==> src/rtl/axil_slav_pkg.sv <==
// Shared constants and state encodings for the AXI-Lite slave router.
// Imported by the top and by the timeout counter.
package axil_slav_pkg;

    localparam logic [1:0] RESP_OKAY   = 2'b00;
    localparam logic [1:0] RESP_SLVERR = 2'b10;
    localparam logic [1:0] RESP_DECERR = 2'b11;

    typedef enum logic [1:0] {
        W_IDLE,
        W_FWD,
        W_RESP
    } wr_state_t;

    typedef enum logic [1:0] {
        R_IDLE,
        R_ADDR,
        R_DATA,
        R_RESP
    } rd_state_t;

endpackage

==> src/rtl/axil_timeout_cnt.sv <==
// Saturating per-engine watchdog: cleared on state entry, counts while enabled,
// flags expiry once pTIMEOUT cycles have elapsed.
module axil_timeout_cnt
    import axil_slav_pkg::*;
#(
    parameter int pTIMEOUT = 255
) (
    input  logic clk_i,
    input  logic rst_i,
    input  logic clr_i,
    input  logic en_i,
    output logic expired_o
);

    localparam int CW = $clog2(pTIMEOUT + 1);
    localparam logic [CW-1:0] LIMIT = CW'(pTIMEOUT);

    logic [CW-1:0] cnt_q;
    logic [CW-1:0] cnt_d;

    // NOTE: every combinational output gets a default first so no latch is inferred.
    always_comb begin
        cnt_d = cnt_q;
        if (clr_i) begin
            cnt_d = '0;
        end else if (en_i && (cnt_q != LIMIT)) begin
            cnt_d = cnt_q + 1'b1;
        end
    end

    // NOTE: sequential state uses non-blocking assignments only.
    always_ff @(posedge clk_i) begin
        if (rst_i) begin
            cnt_q <= '0;
        end else begin
            cnt_q <= cnt_d;
        end
    end

    assign expired_o = (cnt_q == LIMIT);

endmodule

==> src/rtl/axil_slav_router.sv <==
// AXI-Lite slave router: one upstream slave port fanned out to pNUM_PRJ user
// projects, with independent read/write engines, decode error and timeout.
module axil_slav_router
    import axil_slav_pkg::*;
#(
    parameter int pADDR_WIDTH = 12,
    parameter int pDATA_WIDTH = 32,
    parameter int pNUM_PRJ    = 4,
    parameter int pSEL_WIDTH  = 2,
    parameter int pTIMEOUT    = 255
) (
    input  logic                            ALCLK,
    input  logic                            ARESET,
    input  logic [pSEL_WIDTH-1:0]           USER_PRJ_SEL,
    // upstream write
    input  logic [pADDR_WIDTH-1:0]          a_ls_awaddr,
    input  logic                            a_ls_awvalid,
    output logic                            a_ls_awready,
    input  logic [pDATA_WIDTH-1:0]          a_ls_wdata,
    input  logic [pDATA_WIDTH/8-1:0]        a_ls_wstrb,
    input  logic                            a_ls_wvalid,
    output logic                            a_ls_wready,
    output logic [1:0]                      a_ls_bresp,
    output logic                            a_ls_bvalid,
    input  logic                            a_ls_bready,
    // upstream read
    input  logic [pADDR_WIDTH-1:0]          a_ls_araddr,
    input  logic                            a_ls_arvalid,
    output logic                            a_ls_arready,
    output logic [pDATA_WIDTH-1:0]          a_ls_rdata,
    output logic [1:0]                      a_ls_rresp,
    output logic                            a_ls_rvalid,
    input  logic                            a_ls_rready,
    // downstream projects
    output logic [pADDR_WIDTH-1:0]          awaddr,
    output logic [pADDR_WIDTH-1:0]          araddr,
    output logic [pDATA_WIDTH-1:0]          wdata,
    output logic [pDATA_WIDTH/8-1:0]        wstrb,
    output logic [pNUM_PRJ-1:0]             awvalid,
    output logic [pNUM_PRJ-1:0]             wvalid,
    output logic [pNUM_PRJ-1:0]             arvalid,
    output logic [pNUM_PRJ-1:0]             rready,
    input  logic [pNUM_PRJ-1:0]             awready,
    input  logic [pNUM_PRJ-1:0]             wready,
    input  logic [pNUM_PRJ-1:0]             arready,
    input  logic [pNUM_PRJ-1:0]             rvalid,
    input  logic [pNUM_PRJ*pDATA_WIDTH-1:0] rdata
);

    localparam int SW = pDATA_WIDTH / 8;

    // An out-of-range select decodes to all zeros, which doubles as the range check.
    function automatic logic [pNUM_PRJ-1:0] sel_onehot(input logic [pSEL_WIDTH-1:0] sel);
        logic [pNUM_PRJ-1:0] oh;
        oh = '0;
        for (int i = 0; i < pNUM_PRJ; i++) begin
            if (int'(sel) == i) oh[i] = 1'b1;
        end
        return oh;
    endfunction

    // ---------------- write engine ----------------
    wr_state_t               wr_state_q, wr_state_d;
    logic                    aw_held_q, aw_held_d;
    logic                    w_held_q, w_held_d;
    logic                    aw_done_q, aw_done_d;
    logic                    w_done_q, w_done_d;
    logic [pADDR_WIDTH-1:0]  awaddr_q, awaddr_d;
    logic [pDATA_WIDTH-1:0]  wdata_q, wdata_d;
    logic [SW-1:0]           wstrb_q, wstrb_d;
    logic [pSEL_WIDTH-1:0]   wsel_q, wsel_d;
    logic [1:0]              bresp_q, bresp_d;
    logic [pNUM_PRJ-1:0]     wsel_oh;
    logic                    aw_hs, w_hs, wr_expired;

    assign wsel_oh = sel_onehot(wsel_q);
    assign aw_hs   = a_ls_awvalid && a_ls_awready;
    assign w_hs    = a_ls_wvalid && a_ls_wready;

    always_ff @(posedge ALCLK) begin
        if (ARESET) begin
            wr_state_q <= W_IDLE;
            aw_held_q  <= 1'b0;
            w_held_q   <= 1'b0;
            aw_done_q  <= 1'b0;
            w_done_q   <= 1'b0;
            awaddr_q   <= '0;
            wdata_q    <= '0;
            wstrb_q    <= '0;
            wsel_q     <= '0;
            bresp_q    <= RESP_OKAY;
        end else begin
            wr_state_q <= wr_state_d;
            aw_held_q  <= aw_held_d;
            w_held_q   <= w_held_d;
            aw_done_q  <= aw_done_d;
            w_done_q   <= w_done_d;
            awaddr_q   <= awaddr_d;
            wdata_q    <= wdata_d;
            wstrb_q    <= wstrb_d;
            wsel_q     <= wsel_d;
            bresp_q    <= bresp_d;
        end
    end

    always_comb begin
        wr_state_d = wr_state_q;
        aw_held_d  = aw_held_q;
        w_held_d   = w_held_q;
        aw_done_d  = aw_done_q;
        w_done_d   = w_done_q;
        awaddr_d   = awaddr_q;
        wdata_d    = wdata_q;
        wstrb_d    = wstrb_q;
        wsel_d     = wsel_q;
        bresp_d    = bresp_q;
        case (wr_state_q)
            W_IDLE: begin
                if (aw_hs) begin
                    aw_held_d = 1'b1;
                    awaddr_d  = a_ls_awaddr;
                end
                if (w_hs) begin
                    w_held_d = 1'b1;
                    wdata_d  = a_ls_wdata;
                    wstrb_d  = a_ls_wstrb;
                end
                // Launch as soon as both halves are in hand, including this cycle's captures.
                if ((aw_held_q || aw_hs) && (w_held_q || w_hs)) begin
                    wsel_d    = USER_PRJ_SEL;
                    aw_done_d = 1'b0;
                    w_done_d  = 1'b0;
                    if (|sel_onehot(USER_PRJ_SEL)) begin
                        wr_state_d = W_FWD;
                    end else begin
                        bresp_d    = RESP_DECERR;
                        wr_state_d = W_RESP;
                    end
                end
            end
            W_FWD: begin
                aw_done_d = aw_done_q || (|(awready & wsel_oh));
                w_done_d  = w_done_q || (|(wready & wsel_oh));
                if (aw_done_d && w_done_d) begin
                    bresp_d    = RESP_OKAY;
                    wr_state_d = W_RESP;
                end else if (wr_expired) begin
                    bresp_d    = RESP_SLVERR;
                    wr_state_d = W_RESP;
                end
            end
            W_RESP: begin
                if (a_ls_bready) begin
                    aw_held_d  = 1'b0;
                    w_held_d   = 1'b0;
                    wr_state_d = W_IDLE;
                end
            end
            default: wr_state_d = W_IDLE;
        endcase
    end

    always_comb begin
        a_ls_awready = !ARESET && (wr_state_q == W_IDLE) && !aw_held_q;
        a_ls_wready  = !ARESET && (wr_state_q == W_IDLE) && !w_held_q;
        a_ls_bvalid  = (wr_state_q == W_RESP);
        a_ls_bresp   = bresp_q;
        awvalid      = ((wr_state_q == W_FWD) && !aw_done_q) ? wsel_oh : '0;
        wvalid       = ((wr_state_q == W_FWD) && !w_done_q) ? wsel_oh : '0;
        awaddr       = awaddr_q;
        wdata        = wdata_q;
        wstrb        = wstrb_q;
    end

    axil_timeout_cnt #(.pTIMEOUT(pTIMEOUT)) u_wr_timer (
        .clk_i     (ALCLK),
        .rst_i     (ARESET),
        .clr_i     (wr_state_d != wr_state_q),
        .en_i      (wr_state_q == W_FWD),
        .expired_o (wr_expired)
    );

    // ---------------- read engine ----------------
    rd_state_t               rd_state_q, rd_state_d;
    logic [pADDR_WIDTH-1:0]  araddr_q, araddr_d;
    logic [pSEL_WIDTH-1:0]   rsel_q, rsel_d;
    logic [pDATA_WIDTH-1:0]  rdata_q, rdata_d;
    logic [1:0]              rresp_q, rresp_d;
    logic [pNUM_PRJ-1:0]     rsel_oh;
    logic [pDATA_WIDTH-1:0]  rdata_sel;
    logic                    rd_expired;

    assign rsel_oh = sel_onehot(rsel_q);

    always_comb begin
        rdata_sel = '0;
        for (int i = 0; i < pNUM_PRJ; i++) begin
            if (rsel_oh[i]) rdata_sel = rdata[i*pDATA_WIDTH +: pDATA_WIDTH];
        end
    end

    always_ff @(posedge ALCLK) begin
        if (ARESET) begin
            rd_state_q <= R_IDLE;
            araddr_q   <= '0;
            rsel_q     <= '0;
            rdata_q    <= '0;
            rresp_q    <= RESP_OKAY;
        end else begin
            rd_state_q <= rd_state_d;
            araddr_q   <= araddr_d;
            rsel_q     <= rsel_d;
            rdata_q    <= rdata_d;
            rresp_q    <= rresp_d;
        end
    end

    always_comb begin
        rd_state_d = rd_state_q;
        araddr_d   = araddr_q;
        rsel_d     = rsel_q;
        rdata_d    = rdata_q;
        rresp_d    = rresp_q;
        case (rd_state_q)
            R_IDLE: begin
                if (a_ls_arvalid && a_ls_arready) begin
                    araddr_d = a_ls_araddr;
                    rsel_d   = USER_PRJ_SEL;
                    if (|sel_onehot(USER_PRJ_SEL)) begin
                        rd_state_d = R_ADDR;
                    end else begin
                        rdata_d    = '0;
                        rresp_d    = RESP_DECERR;
                        rd_state_d = R_RESP;
                    end
                end
            end
            R_ADDR: begin
                if (|(arready & rsel_oh)) begin
                    rd_state_d = R_DATA;
                end else if (rd_expired) begin
                    rdata_d    = '0;
                    rresp_d    = RESP_SLVERR;
                    rd_state_d = R_RESP;
                end
            end
            R_DATA: begin
                if (|(rvalid & rsel_oh)) begin
                    rdata_d    = rdata_sel;
                    rresp_d    = RESP_OKAY;
                    rd_state_d = R_RESP;
                end else if (rd_expired) begin
                    rdata_d    = '0;
                    rresp_d    = RESP_SLVERR;
                    rd_state_d = R_RESP;
                end
            end
            R_RESP: begin
                if (a_ls_rready) rd_state_d = R_IDLE;
            end
            default: rd_state_d = R_IDLE;
        endcase
    end

    always_comb begin
        a_ls_arready = !ARESET && (rd_state_q == R_IDLE);
        a_ls_rvalid  = (rd_state_q == R_RESP);
        a_ls_rdata   = rdata_q;
        a_ls_rresp   = rresp_q;
        arvalid      = (rd_state_q == R_ADDR) ? rsel_oh : '0;
        rready       = (rd_state_q == R_DATA) ? rsel_oh : '0;
        araddr       = araddr_q;
    end

    axil_timeout_cnt #(.pTIMEOUT(pTIMEOUT)) u_rd_timer (
        .clk_i     (ALCLK),
        .rst_i     (ARESET),
        .clr_i     (rd_state_d != rd_state_q),
        .en_i      ((rd_state_q == R_ADDR) || (rd_state_q == R_DATA)),
        .expired_o (rd_expired)
    );

endmodule
==> config.mk <==
export PLATFORM = sky130hd
export DESIGN_NAME = axil_slav_router
export DESIGN_NICKNAME = d
export VERILOG_FILES = /design/src/rtl/axil_slav_pkg.sv /design/src/rtl/axil_timeout_cnt.sv /design/src/rtl/axil_slav_router.sv
export SDC_FILE = /design/constraint.sdc
export NUM_CORES = 1
export LEC_CHECK = 0
export BUFFER_PORTS_ARGS = -buffer_cell sky130_fd_sc_hd__buf_4
export CAP_MARGIN = 20
export CORE_MARGIN = 2
export CORE_UTILIZATION = 35
export DETAILED_ROUTE_END_ITERATION = 8
export MAX_ROUTING_LAYER = met4
export PLACE_DENSITY = 0.77
export SYNTH_ARGS = -nofsm -noshare
export SYNTH_HDL_FRONTEND = slang
export SYNTH_HIERARCHICAL = 1
export SYNTH_SLANG_ARGS = --single-unit
==> constraint.sdc <==
create_clock -name ALCLK -period 3.02 [get_ports ALCLK]
set_input_delay 0.151 -clock ALCLK [delete_from_list [all_inputs] [get_ports ALCLK]]
set_output_delay 0.151 -clock ALCLK [all_outputs]
set_load 0.1 [all_outputs]
# Word level (Yosys, flattened, before mapping)
# Index checks and enable logic that the tools add are counted.
# Widths: inputs -> output; s select.
classes:
  n_addsub: 2
  n_eq_ne: 29
  n_mux: 74
  n_bitwise: 4
  n_reduce_logical: 48
op_table:
  columns: ["op", "count"]
  rows:
  - ["$mux 32", 9]
  - ["$pmux 32 s3", 1]
  - ["$mux 2", 20]
  - ["$mux 1", 32]
  - ["$reduce_or 4->1", 6]
  - ["$eq 2x2->1 const B", 9]
  - ["$add 8x1->8 const B", 2]
  - ["$and 4x4->4", 4]
  - ["$eq 8x8->1 const B", 2]
  - ["$mux 4", 4]
  - ["$ne 8x8->1 const B", 2]
  - ["$ne 2x2->1 const B", 7]
  - ["$logic_and 1x1->1", 13]
  - ["$pmux 2 s3", 2]
  - ["$eq 2x1->1 const B", 5]
  - ["$logic_not 2->1", 5]
  - ["$reduce_and 2->1", 5]
  - ["$pmux 1 s2", 4]
  - ["$pmux 2 s4", 1]
  - ["$reduce_and 4->1", 2]
  - ["$reduce_and 3->1", 2]
  - ["$logic_not 1->1", 5]
  - ["$logic_or 1x1->1", 5]
  - ["$ne 2x2->1", 2]
  - ["6 further kinds", 8]
word_totals:
  register_bits: 124
  input_bits: 213
  out_inout_bits: 117
  word_cells: 174

# Longest topological paths before layout
logic_depth:
  ltp_word: 14
  mapped_depth: 11
  ltp_nobuf: 10

# Cells and area by module
# Netlist, hierarchy kept.
modules_own_cells:
  columns: ["mod", "n_inst", "cells_per_inst", "area_per_inst_um2", "seq_area_each_um2"]
  rows:
  - ["axil_slav_router", 1, 587, 5486.5, 2162.1]
  - ["axil_timeout_cnt", 2, 45, 425.4, 160.2]

# Least setup slack after synthesis
# Ideal clock, no wire load.
synth_path:
  path_kind: "register to register"
  startpoint: "register w_held_q"
  endpoint: "register wdata_q[13], in the netlist wdata[13]"
  setup_ns: 0.132
  t_arrival_ns: 4.607
  t_required_ns: 2.888
  path_slack_ns: -1.719
  stages_incl_launch_ff: 6
  n_path_buf: 1
  period_less_slack_ns: 4.739
  cell_sequence: "dfxtp_1 -> nor4_1 -> nand2_1 -> clkbuf_1 -> nand2_1 -> a21oi_1"
synth_via:
  elab_chain_cells: 4
synth_rtl:
  columns: ["element", "line", "rtl"]
  rows:
  - ["start: declaration", "axil_slav_router.sv:65", "logic w_held_q, w_held_d;"]
  - ["start signal: assignment", "axil_slav_router.sv:95", "w_held_q <= w_held_d;"]
  - ["$logic_not 1->1", "axil_slav_router.sv:165", "a_ls_wready = !ARESET && (wr_state_q == W_IDLE) && !w_held_q;"]
  - ["$logic_and 1x1->1", "axil_slav_router.sv:165", null]
  - ["named net a_ls_wready", "axil_slav_router.sv:22", "output logic a_ls_wready,"]
  - ["$logic_and 1x1->1", "axil_slav_router.sv:78", "assign w_hs = a_ls_wvalid && a_ls_wready;"]
  - ["$reduce_and 2->1 (no source line)", null, null]
  - ["end signal: assignment", "axil_slav_router.sv:99", "wdata_q <= wdata_d;"]
  - ["end: declaration", "axil_slav_router.sv:69", "logic [pDATA_WIDTH-1:0] wdata_q, wdata_d;"]
# The timed path passes the listed nets, and every way through them passes these cells.
# A chain may end at the register's enable or synchronous reset.

# Worst setup path in the final report
layout_path:
  startpoint: "register wsel_q[0]"
  endpoint: "register u_wr_timer.cnt_q[4]"
layout_via:
  elab_chain_cells: 10
  word_cells_on_any_way: 19
  cone_classes: "eq/ne: 4; mux: 6; bitwise: 2; reduce/logical: 7"
layout_rtl:
  columns: ["element", "line", "rtl"]
  rows:
  - ["start: declaration", "axil_slav_router.sv:71", "logic [pSEL_WIDTH-1:0] wsel_q, wsel_d;"]
  - ["start signal: assignment", "axil_slav_router.sv:101", "wsel_q <= wsel_d;"]
  - ["$eq 2x2->1 (tied with other cells)", "axil_slav_router.sv:57", "if (int'(sel) == i) oh[i] = 1'b1;"]
  - ["$mux 1", "axil_slav_router.sv:57", null]
  - ["$and 4x4->4, on equally long branches", "axil_slav_router.sv:142, axil_slav_router.sv:143", null]
  - ["$reduce_or 4->1, on equally long branches", "axil_slav_router.sv:142, axil_slav_router.sv:143", null]
  - ["$logic_or 1x1->1, on equally long branches", "axil_slav_router.sv:142, axil_slav_router.sv:143", null]
  - ["$logic_and 1x1->1 (*)", "axil_slav_router.sv:144", "if (aw_done_d && w_done_d) begin"]
  - ["$mux 2 (*)", "axil_slav_router.sv:144", null]
  - ["$pmux 2 s3 (*)", "axil_slav_router.sv:117", "case (wr_state_q)"]
  - ["$ne 2x2->1 (*)", "axil_slav_router.sv:178", ".clr_i (wr_state_d != wr_state_q),"]
  - ["$reduce_or 2->1 (no source line) (*)", null, null]
  - ["end signal: assignment", "axil_timeout_cnt.sv:36", "cnt_q <= cnt_d;"]
  - ["end: declaration", "axil_timeout_cnt.sv:18", "logic [CW-1:0] cnt_q;"]
# Every way passes the cells marked *; elsewhere a longest branch is shown, timed or not.

==> key figures <==
Clocking
  – Post-CTS Hold Buffers: 61
  – Clock Path Buffers: 2
  – Htree depth: 4
  – Post-cts sizing count: 0
  – Clock latency on the worst-skew pair: 420 ps
  – CTS tree: yes
  – Postcts setup bufs: 0
  – CTS Sinks: 124
  – Total CTS buffers: 17
  – Root Buffer: clkbuf_16
  – Clock slew at reported path FFs: 60 ps

Synthesis
  – Syn Nets: 897
  – Post-Syn Area: 6340 sq um
  – Synth top area share: 0.392
  – Area contributors post-synth: dfxtp_1, mux4_2, nand2_1, o32ai_2, a21oi_1
  – Post-synth EDFFs: 0
  – Synthesized instance count: 677
  – Yosys warning count: 6
  – Post-synthesis sequential area ratio: 0.392
  – Syn avg cell area: 9.36 sq um
  – Async S/R FF share, synth: 0
  – Cell taking the most area after synthesis: dfxtp_1
  – Flops & latches, synth: 124
  – Cell variety after synth: 57
  – Most used DFF post-synth: dfxtp_1

Route
  – Via Count: 6476
  – Average wire per standard cell: 16.6 um
  – Pre-antenna DRT Iters: 4
  – Post-DRT Antenna Nets: 0
  – DRC: 0
  – Vias/cell: 5.00
  – Post-Route WL: 21.5 mm
  – DR iter-0 viols: 449

Finish
  – P&R area growth vs syn: 61.1%
  – Layout cells sized above 1: 0.442
  – Nets: 1274
  – Ant. Diodes: 0
  – Fin util: 0.572

GRT
  – GRT Overall Usage: 0.223
  – First-pass GRT wire length: 33.2 mm
  – Vias in the first global route: 6241
  – Largest net degree at the start of global routing: 42
  – GRT overflow: 0
  – Initial antenna violation count: 0

Power and ir drop
  – Net Sw Power: 1.84 mW
  – Sequential share of power: 0.338
  – Share of total power in combinational logic: 0.283
  – Lkg Pwr: 4.51 nW
  – Max VDD drop: 0.465 mV
  – Switch share: 0.350
  – PwrDens: 515 nW/um^2
  – Pint: 3.42 mW
  – Clk pwr share: 0.379

Critical path
  – Kind of critical path: reg2reg
  – Critical path buffers and inverters: 0
  – Crit-path slowest cell: dfxtp_1
  – Worst Setup Start Kind: flop
  – Crit path depth: 7
  – CP Max Fanout: 10
  – Reg-to-reg slack, setup: 230 ps
  – Worst reg2reg startpoint: wsel_q[0]
  – Max incr delay on CP: 590 ps
  – Cell mode on critical path: o21ai_0
  – R2R cell count: 7
  – CP Data Arrival Time: 3130 ps
  – Worst Setup EP: u_wr_timer/cnt_q[4]
  – Critical Path, Cell by Cell: mux4_2 > or2_2 > a211oi_1 > o21ai_0 > nor2_1 > o21ai_0 > a21oi_1
  – RR Endpoint: u_wr_timer/cnt_q[4]
  – CP required: 3360 ps
  – Crit end category: flop
  – Crit path launch: wsel_q[0]
  – Delay-heaviest family, CP: compound AO/OA/AOI/OAI gates

Timing
  – Min cycle time layout: 2790 ps
  – Unrepaired setup endpoints after global routing: false
  – Actual slew at the worst max-slew pin: 692 ps
  – TNS Setup: 0 ps
  – Slew HR: 0.539
  – Worst Skew: 10.4 ps
  – Final period util: 0.922
  – Final-report max-slew violation count: 0
  – Final hold violation count: 0
  – Final setup viols: 0
  – Fmax achieved: 359 MHz

Die
  – Top-level port count: 330
  – Core area: 17800 sq um
  – Row cnt: 49
  – Starting Density: 0.355
  – Die Footprint: 19200 sq um
  – Die width: 139 um
  – Die H: 139 um

Place
  – Buffers added on ports: 329
  – DP HPWL: 15.4 mm
  – GPL Wtd Cong: 0.841

Outcome
  – Outcome: completed

Job
  – MaxCap Viol Count: 0

Hold path
  – Min-delay worst type: in2reg
## per-layer routing
| metal | vias up | part of all wire | global-route usage |
|---|---|---|---|
| met2 | 235 | 0.52 | 0.376 |
| met1 | 3083 | 0.41 | 0.263 |
| met4 | 0 | 0.017 | 0.0725 |
| met5 | - | 0 | - |
| li1 | 3134 | - | - |
| met3 | 24 | 0.060 | 0.0528 |
## area by class of cell
type	count	area (sq um)
tap	229	287
inverter	72	270
clock buffer	17	425
multi-input combinational	435	3390
sequential	124	2480
clock inverter	15	150
fill	1468	7630
timing repair buffer	404	3200
## tightest hold or removal path: cells and delay by family
family	cells	cell delay (ps)
AO/OA/AOI/OAI	1	120
AND/OR/NAND/NOR	1	30
buffers and inverters	1	100
## worst min path at each step
stage                               from                  end  slack, ps  cells past startpoint
after floorplan                   ARESET  u_rd_timer/cnt_q[3]        220                      1
after global placement    a_ls_araddr[3]            araddr[3]        330                      3
after detailed placement  a_ls_araddr[7]            araddr[7]        340                      3
after CTS                   a_ls_arvalid        rd_state_q[1]         10                      3
after global routing        a_ls_arvalid        rd_state_q[1]         30                      3
final                       a_ls_arvalid        rd_state_q[1]         30                      3
## sequential cells by signal, summed over array words and instances (netlist names), 2 cells and up
register          flops
u_rd_timer/cnt_q      8
wsel_q                2
rd_state_q            2
wr_state_q            2
rsel_q                2
araddr               12
a_ls_bresp            2
awaddr               12
a_ls_rdata           32
a_ls_rresp            2
u_wr_timer/cnt_q      8
wdata                32
wstrb                 4
## synthesized netlist by cell type, types with 3 or more instances
master	n
a211oi_1	5
a21oi_1	61
and2_1	7
and3_1	6
buf_2	8
buf_6	7
clkbuf_1	30
dfxtp_1	124
ha_1	7
inv_1	71
mux2i_1	8
mux4_2	36
nand2_1	148
nand2b_1	5
nand3_1	16
nand4_1	4
nor2_1	13
nor2b_1	10
nor3_1	9
nor4_1	8
o211a_1	3
o21ai_0	6
o21bai_1	3
o32ai_2	30
or3_1	5
## per-stage QoR
step	power (mW)	instance area (sq um)	std cells	worst slack, ps	hold WS, ps
2_1_floorplan	2.79	6380	677	-618	220
3_3_place_gp	3.21	9020	1203	417	332
3_5_place_dp	3.22	9020	1203	304	338
4_1_cts	5.30	10200	1296	269	10.8
5_1_grt	5.46	10200	1296	66.3	31.1
6_report	5.26	10200	1296	235	34.4
## placed cells by master (no fill, tap or decap), types with 5 or more instances in the layout
| master | count |
|---|---|
| a211oi_1 | 5 |
| a21oi_1 | 61 |
| and2_1 | 7 |
| and3_1 | 6 |
| buf_4 | 342 |
| clkbuf_16 | 17 |
| dfxtp_1 | 122 |
| dlygate4sd3_1 | 61 |
| ha_1 | 7 |
| inv_1 | 71 |
| inv_6 | 7 |
| mux2i_1 | 8 |
| mux4_2 | 36 |
| nand2_1 | 148 |
| nand2b_1 | 5 |
| nand3_1 | 16 |
| nor2_1 | 13 |
| nor2b_1 | 9 |
| nor3_1 | 6 |
| nor4_1 | 6 |
| o21ai_0 | 6 |
| o32ai_2 | 30 |
| or3_1 | 5 |
## power groups by stage
stage	sequential [mW]	clock, mW	combinational (mW)
final	1.78	1.99	1.49
after global routing	1.79	2.11	1.56
after CTS	1.77	2.04	1.48
after detailed placement	1.81	0	1.41
after global placement	1.81	0	1.40
after floorplan	2.20	0	0.588
## cells by family (layout without fill, tap and decap cells)
family | Yosys count | after routing | share of synthesized area
AO/OA/AOI/OAI | 136 | 136 | 0.189
adder cells (fa/ha/maj) | 7 | 7 | 0.0138
buffers and inverters | 118 | 508 | 0.0798
flip-flops | 124 | 124 | 0.392
multiplexers | 46 | 46 | 0.144
AND/OR/NAND/NOR | 246 | 246 | 0.182
(Power assumes the default switching activity.)
